[src/rtl/pcie_tx_arb_pkg.sv]
// Shared types and constants for the PCIe transmit arbiter.
package pcie_tx_arb_pkg;

  typedef enum logic [1:0] {
    ST_IDLE  = 2'd0,
    ST_XFER  = 2'd1,
    ST_DRAIN = 2'd2,
    ST_CFG   = 2'd3
  } arb_state_e;

  localparam int BUF_AV_MIN_DEFAULT = 2;
  localparam int TUSER_WIDTH        = 4;

endpackage

[src/rtl/pcie_rr_pick.sv]
// Combinational round-robin pick: first valid requester after last_grant, wrapping.
module pcie_rr_pick #(
  parameter int NUM_REQ = 4,
  parameter int IDX_W   = $clog2(NUM_REQ)
) (
  input  logic [NUM_REQ-1:0] valid,
  input  logic [IDX_W-1:0]   last_grant,
  output logic [IDX_W-1:0]   idx,
  output logic               any_valid
);

  int cand;

  // Scan from farthest to nearest so the nearest valid requester wins.
  always_comb begin
    idx       = '0;
    any_valid = |valid;
    cand      = 0;
    for (int k = NUM_REQ; k >= 1; k--) begin
      cand = (int'(last_grant) + k) % NUM_REQ;
      if (valid[cand[IDX_W-1:0]]) begin
        idx = cand[IDX_W-1:0];
      end
    end
  end

endmodule

[src/rtl/pcie_tx_arbiter.sv]
// Packet-level round-robin arbiter for the PCIe core transmit AXI-stream port.
// Optional config-TLP holding (CFG state) is enabled by PCIE_TX_ARB_CFG_HOLD_EN.
//
// state | meaning
// IDLE  | between packets; grant decision (or cfg grant) made here
// XFER  | granted requester streams to the core through the mux
// DRAIN | link lost mid-packet; remaining beats swallowed up to tlast
// CFG   | core owns the port for config TLPs (only with holding enabled)
module pcie_tx_arbiter
  import pcie_tx_arb_pkg::*;
#(
  parameter int PCIE_DATA_WIDTH = 64,
  parameter int PCIE_KEEP_WIDTH = PCIE_DATA_WIDTH >> 3,
  parameter int NUM_REQ         = 4,
  parameter int BUF_AV_MIN      = BUF_AV_MIN_DEFAULT
) (
  input  logic                               pcie_clk_in,
  input  logic                               pcie_reset_out,
  input  logic                               pcie_link_up,
  input  logic [NUM_REQ*PCIE_DATA_WIDTH-1:0] req_tdata,
  input  logic [NUM_REQ*PCIE_KEEP_WIDTH-1:0] req_tkeep,
  input  logic [NUM_REQ*TUSER_WIDTH-1:0]     req_tuser,
  input  logic [NUM_REQ-1:0]                 req_tlast,
  input  logic [NUM_REQ-1:0]                 req_tvalid,
  output logic [NUM_REQ-1:0]                 req_tready,
  output logic [PCIE_DATA_WIDTH-1:0]         s_axis_tx_tdata,
  output logic [PCIE_KEEP_WIDTH-1:0]         s_axis_tx_tkeep,
  output logic [TUSER_WIDTH-1:0]             s_axis_tx_tuser,
  output logic                               s_axis_tx_tlast,
  output logic                               s_axis_tx_tvalid,
  input  logic                               s_axis_tx_tready,
  input  logic [5:0]                         tx_buf_av,
  input  logic                               tx_terr_drop,
  input  logic                               tx_cfg_req,
  output logic                               tx_cfg_gnt,
  output logic [$clog2(NUM_REQ)-1:0]         grant_id,
  output logic [15:0]                        err_drop_cnt
);

  localparam int         IDX_W     = $clog2(NUM_REQ);
  localparam logic [5:0] BUF_MIN_V = 6'(BUF_AV_MIN);

  arb_state_e       state_q, state_d;
  logic [IDX_W-1:0] grant_q, grant_d;
  logic [IDX_W-1:0] last_q, last_d;
  logic [15:0]      err_cnt_q, err_cnt_d;
  logic [IDX_W-1:0] pick_idx;
  logic             pick_any;
  logic             passing, draining;
  logic             g_valid, g_last;

  pcie_rr_pick #(.NUM_REQ(NUM_REQ)) u_pick (
    .valid      (req_tvalid),
    .last_grant (last_q),
    .idx        (pick_idx),
    .any_valid  (pick_any)
  );

  assign g_valid = req_tvalid[grant_q];
  assign g_last  = req_tlast[grant_q];

  // Link loss is acted on in the same cycle it is seen, not one cycle later.
  assign passing  = (state_q == ST_XFER) && pcie_link_up;
  assign draining = (state_q == ST_DRAIN) || ((state_q == ST_XFER) && !pcie_link_up);

  always_comb begin
    s_axis_tx_tdata  = '0;
    s_axis_tx_tkeep  = '0;
    s_axis_tx_tuser  = '0;
    s_axis_tx_tlast  = 1'b0;
    s_axis_tx_tvalid = 1'b0;
    req_tready       = '0;
    if (passing) begin
      s_axis_tx_tdata     = req_tdata[grant_q*PCIE_DATA_WIDTH +: PCIE_DATA_WIDTH];
      s_axis_tx_tkeep     = req_tkeep[grant_q*PCIE_KEEP_WIDTH +: PCIE_KEEP_WIDTH];
      s_axis_tx_tuser     = req_tuser[grant_q*TUSER_WIDTH +: TUSER_WIDTH];
      s_axis_tx_tlast     = g_last;
      s_axis_tx_tvalid    = g_valid;
      req_tready[grant_q] = s_axis_tx_tready;
    end else if (draining) begin
      req_tready[grant_q] = 1'b1;
    end
  end

  always_comb begin
    state_d = state_q;
    grant_d = grant_q;
    last_d  = last_q;
    case (state_q)
      ST_IDLE: begin
`ifdef PCIE_TX_ARB_CFG_HOLD_EN
        if (tx_cfg_req) begin
          state_d = ST_CFG;
        end else
`endif
        if (pcie_link_up && (tx_buf_av >= BUF_MIN_V) && pick_any) begin
          grant_d = pick_idx;
          state_d = ST_XFER;
        end
      end
      ST_XFER: begin
        if (!pcie_link_up) begin
          if (g_valid && g_last) begin
            state_d = ST_IDLE;
            last_d  = grant_q;
          end else begin
            state_d = ST_DRAIN;
          end
        end else if (g_valid && s_axis_tx_tready && g_last) begin
          state_d = ST_IDLE;
          last_d  = grant_q;
        end
      end
      ST_DRAIN: begin
        if (g_valid && g_last) begin
          state_d = ST_IDLE;
          last_d  = grant_q;
        end
      end
      ST_CFG: begin
`ifdef PCIE_TX_ARB_CFG_HOLD_EN
        if (!tx_cfg_req) state_d = ST_IDLE;
`else
        state_d = ST_IDLE;
`endif
      end
      default: state_d = ST_IDLE;
    endcase
  end

  always_comb begin
    err_cnt_d = err_cnt_q;
    if (tx_terr_drop && (err_cnt_q != 16'hFFFF)) err_cnt_d = err_cnt_q + 16'd1;
  end

  always_ff @(posedge pcie_clk_in or posedge pcie_reset_out) begin
    if (pcie_reset_out) begin
      state_q   <= ST_IDLE;
      grant_q   <= '0;
      last_q    <= IDX_W'(NUM_REQ - 1);
      err_cnt_q <= '0;
    end else begin
      state_q   <= state_d;
      grant_q   <= grant_d;
      last_q    <= last_d;
      err_cnt_q <= err_cnt_d;
    end
  end

  assign grant_id     = grant_q;
  assign err_drop_cnt = err_cnt_q;

`ifdef PCIE_TX_ARB_CFG_HOLD_EN
  assign tx_cfg_gnt = (state_q == ST_CFG);
`else
  // Core interleaves config TLPs freely, so the request is not looked at.
  logic unused_cfg_req;
  assign unused_cfg_req = tx_cfg_req;
  assign tx_cfg_gnt     = 1'b1;
`endif

endmodule

[config.mk]
export PLATFORM = sky130hd
export DESIGN_NAME = pcie_tx_arbiter
export DESIGN_NICKNAME = d
export VERILOG_FILES = /design/src/rtl/pcie_tx_arb_pkg.sv /design/src/rtl/pcie_rr_pick.sv /design/src/rtl/pcie_tx_arbiter.sv
export SDC_FILE = /design/constraint.sdc
export NUM_CORES = 1
export LEC_CHECK = 0
export CAP_MARGIN = 20
export CORE_AREA = 2 2 165 167
export DETAILED_ROUTE_END_ITERATION = 8
export DIE_AREA = 0 0 167 169
export PLACE_DENSITY = 0.53
export SYNTH_ARGS = -nofsm -noshare
export SYNTH_HDL_FRONTEND = slang
export SYNTH_SLANG_ARGS = --single-unit
[constraint.sdc]
create_clock -name pcie_clk_in -period 3.81 [get_ports pcie_clk_in]
set_input_delay 0.762 -clock pcie_clk_in [delete_from_list [all_inputs] [get_ports pcie_clk_in]]
set_output_delay 0.762 -clock pcie_clk_in [all_outputs]
set_load 0.01 [all_outputs]
==> out/qor.txt <==
Status = finished clean
Async SR Flop Fraction = 100%
Nature of the critical path startpoint = input pin
WL met1 = 9.42 mm
Pwr per Cell Area = 457 mW/mm^2
RePlAce Congestion = 0.777
Max Used Layer = met5
DRC = 0
Antenna Violating Nets Remaining = 0
Design Area, Final = 0.00836 sq mm
Total congestion overflow = 0
Largest net degree at the start of global routing = 50
Number of max-cap violations = 0
CTS clk-pin slew, worst paths = 60 ps
1st-iter DRT viols = 182
Post-synthesis sequential area ratio = 15.2%
Endpoint class of the critical path = output pin
FP Rows = 60
TritonCTS Buffers = 3
Hold Path Class = reg -> reg
Die Width = 167 um
Vias in the first global route = 4551
CP Data Arrival Time = 2610 ps
Die ar. = 0.0282 sq mm
Count leader, synth = nor2b_1
Total Wirelength = 21.4 mm
Final hold violations = 0
Drt first pass iters = 4
Fillers = 2734
Synthesized net count = 640
Slew HR = 43.1%
Initial antenna violation count = 2
Setup bufs post-CTS = 0
Syn Inst Count = 311
Unrepaired setup endpoints after global routing = false
Multi-input gate area = 0.00296 sq mm
Worst Clk Skew = 5.83 ps
DP HPWL = 18.0 mm
Synth top cells by count = nor2b_1, mux4_2, dfrtp_1, xor2_1, nand2_1
H-Tree Depth = 1
Sequential standard cell area = 561 sq um
Cts hold-fix bufs = 0
Kind of critical path = in -> out
WP data required = 3050 ps
Flops & latches, synth = 22
Setup TNS Final = 0 ps
CP max FO = 49
Vias/cell = 4.17
Global-route wire length before repair = 30.3 mm
Fmax = 296 MHz
Post-Syn Area = 0.00364 sq mm
Core area = 0.0265 sq mm
Clock latency at the later pin of the worst-skew pair = 250 ps
Share of layout cells above drive strength 1 = 14.3%
Placement Cell Area = 0.00826 sq mm
Pleak = 0.00291 uW
PostCTS Resize Cnt = 0
Worst VDD drop = 0.243 mV
Total design power = 3820 uW
Largest area contributor in the netlist = mux4_2
Num Clock Sinks = 22
Syn_area_per_cell = 11.7 sq um
Drt wl/cell = 20.3 um
Top-area cell type share of the netlist area = 48.2%
Total track usage = 14.0%
Root Buffer = clkbuf_16
Synth area leaders = mux4_2, dfrtp_1, nor2b_1, xor2_1, ha_1
Initial core utilization = 13.7%
Number of setup violations in the final report = 0
Via count = 4400
Least-Margin Pin Slew = 852 ps
Min Tclk post-route = 3370 ps
Top_reg_cell synth = dfrtp_1
IO Count = 425
Distinct cells, synth = 43
CTS tree = yes
EDFF count, synth = 0
Non-filler cells in the finished layout = 1056
Fin crit share = 88.5%
Port Buffer Count = 421
Area Growth Syn to Fin = 129%
WHS = 514 ps
Slew Viols, Final = 0
Cells after DPL = 1051
Yosys warnings = 0
Met3 WL = 1.55 mm
Fin nets = 1044
Met2 wire length = 10.3 mm
Die Ht = 169 um
Maximum root-to-sink buffer count = 2
worst max-delay path: stages:
cell             delay [ps]
clkdlybuf4s50_1         530
nand2_4                 130
buf_4                   470
nor2b_1                 120
clkdlybuf4s50_1         550
cells by family after synthesis:
logic type	synth area share, %
mux	49.5
simple gates	21.4
other cells	0.103
flops	15.2
buf+inv	3.85
compound gates	4.94
xor+xnor	3.37
fa+ha+maj	1.72
metal layers:
layer,global-route usage [%],vias to the layer above
met3,2.62,10
met4,1.05,2
li1,-,2030
met1,19.6,2141
met5,0,-
met2,23.5,217
registers in the layout, indices dropped and copies added, names as in the netlist:
signal	count
last_q	2
grant_id	2
state_q	2
err_drop_cnt	16
power by group:
group	internal, uW	total (uW)	switching (uW)
Combinational	1880	3100	1210
Sequential	315	483	168
Clock	160	242	82.0
Total	2360	3820	1460
final timing paths:
path	end	startpoint	slack, ps	depth (start not counted)
worst max-delay path	s_axis_tx_tdata[23]	pcie_link_up	440	5
min in group asynchronous	err_drop_cnt[15]	pcie_reset_out	990	2
worst max register to register	state_q[0]	grant_id[0]	1570	5
worst min-delay path	err_drop_cnt[14]	err_drop_cnt[14]	510	1
worst min register to register	err_drop_cnt[14]	err_drop_cnt[14]	510	1
max in group asynchronous	grant_id[1]	pcie_reset_out	2200	2
layout by cell type (no fill, tap or decap), types with 4 or more instances in the layout:
cell,netlist,layout
ha_1,5,5
inv_1,4,4
dfrtp_1,20,18
nand3_1,4,4
clkdlybuf4s50_1,0,421
xor2_1,13,13
mux4_2,78,78
nor2b_1,80,80
buf_4,1,4
nand2_1,11,10
nor2_1,8,8
nand4_1,6,6
a21oi_1,5,5
stage by stage:
step | setup WS (ps) | utilization (%)
after floorplan | 1310 | -
after global placement | 437 | 31.2
after detailed placement | 406 | 31.2
after CTS | 388 | 31.5
after global routing | 314 | 31.5
final | 437 | 31.5
layout make-up:
| type | instances | area share, % |
|---|---|---|
| multi-input combinational | 256 | 35.4 |
| antenna | 1 | 0.0299 |
| tap | 341 | 5.11 |
| inverter | 4 | 0.180 |
| sequential | 22 | 6.71 |
| timing repair buffer | 428 | 51.5 |
| clock buffer | 4 | 1.06 |
Power figures use the tool's default switching activity.
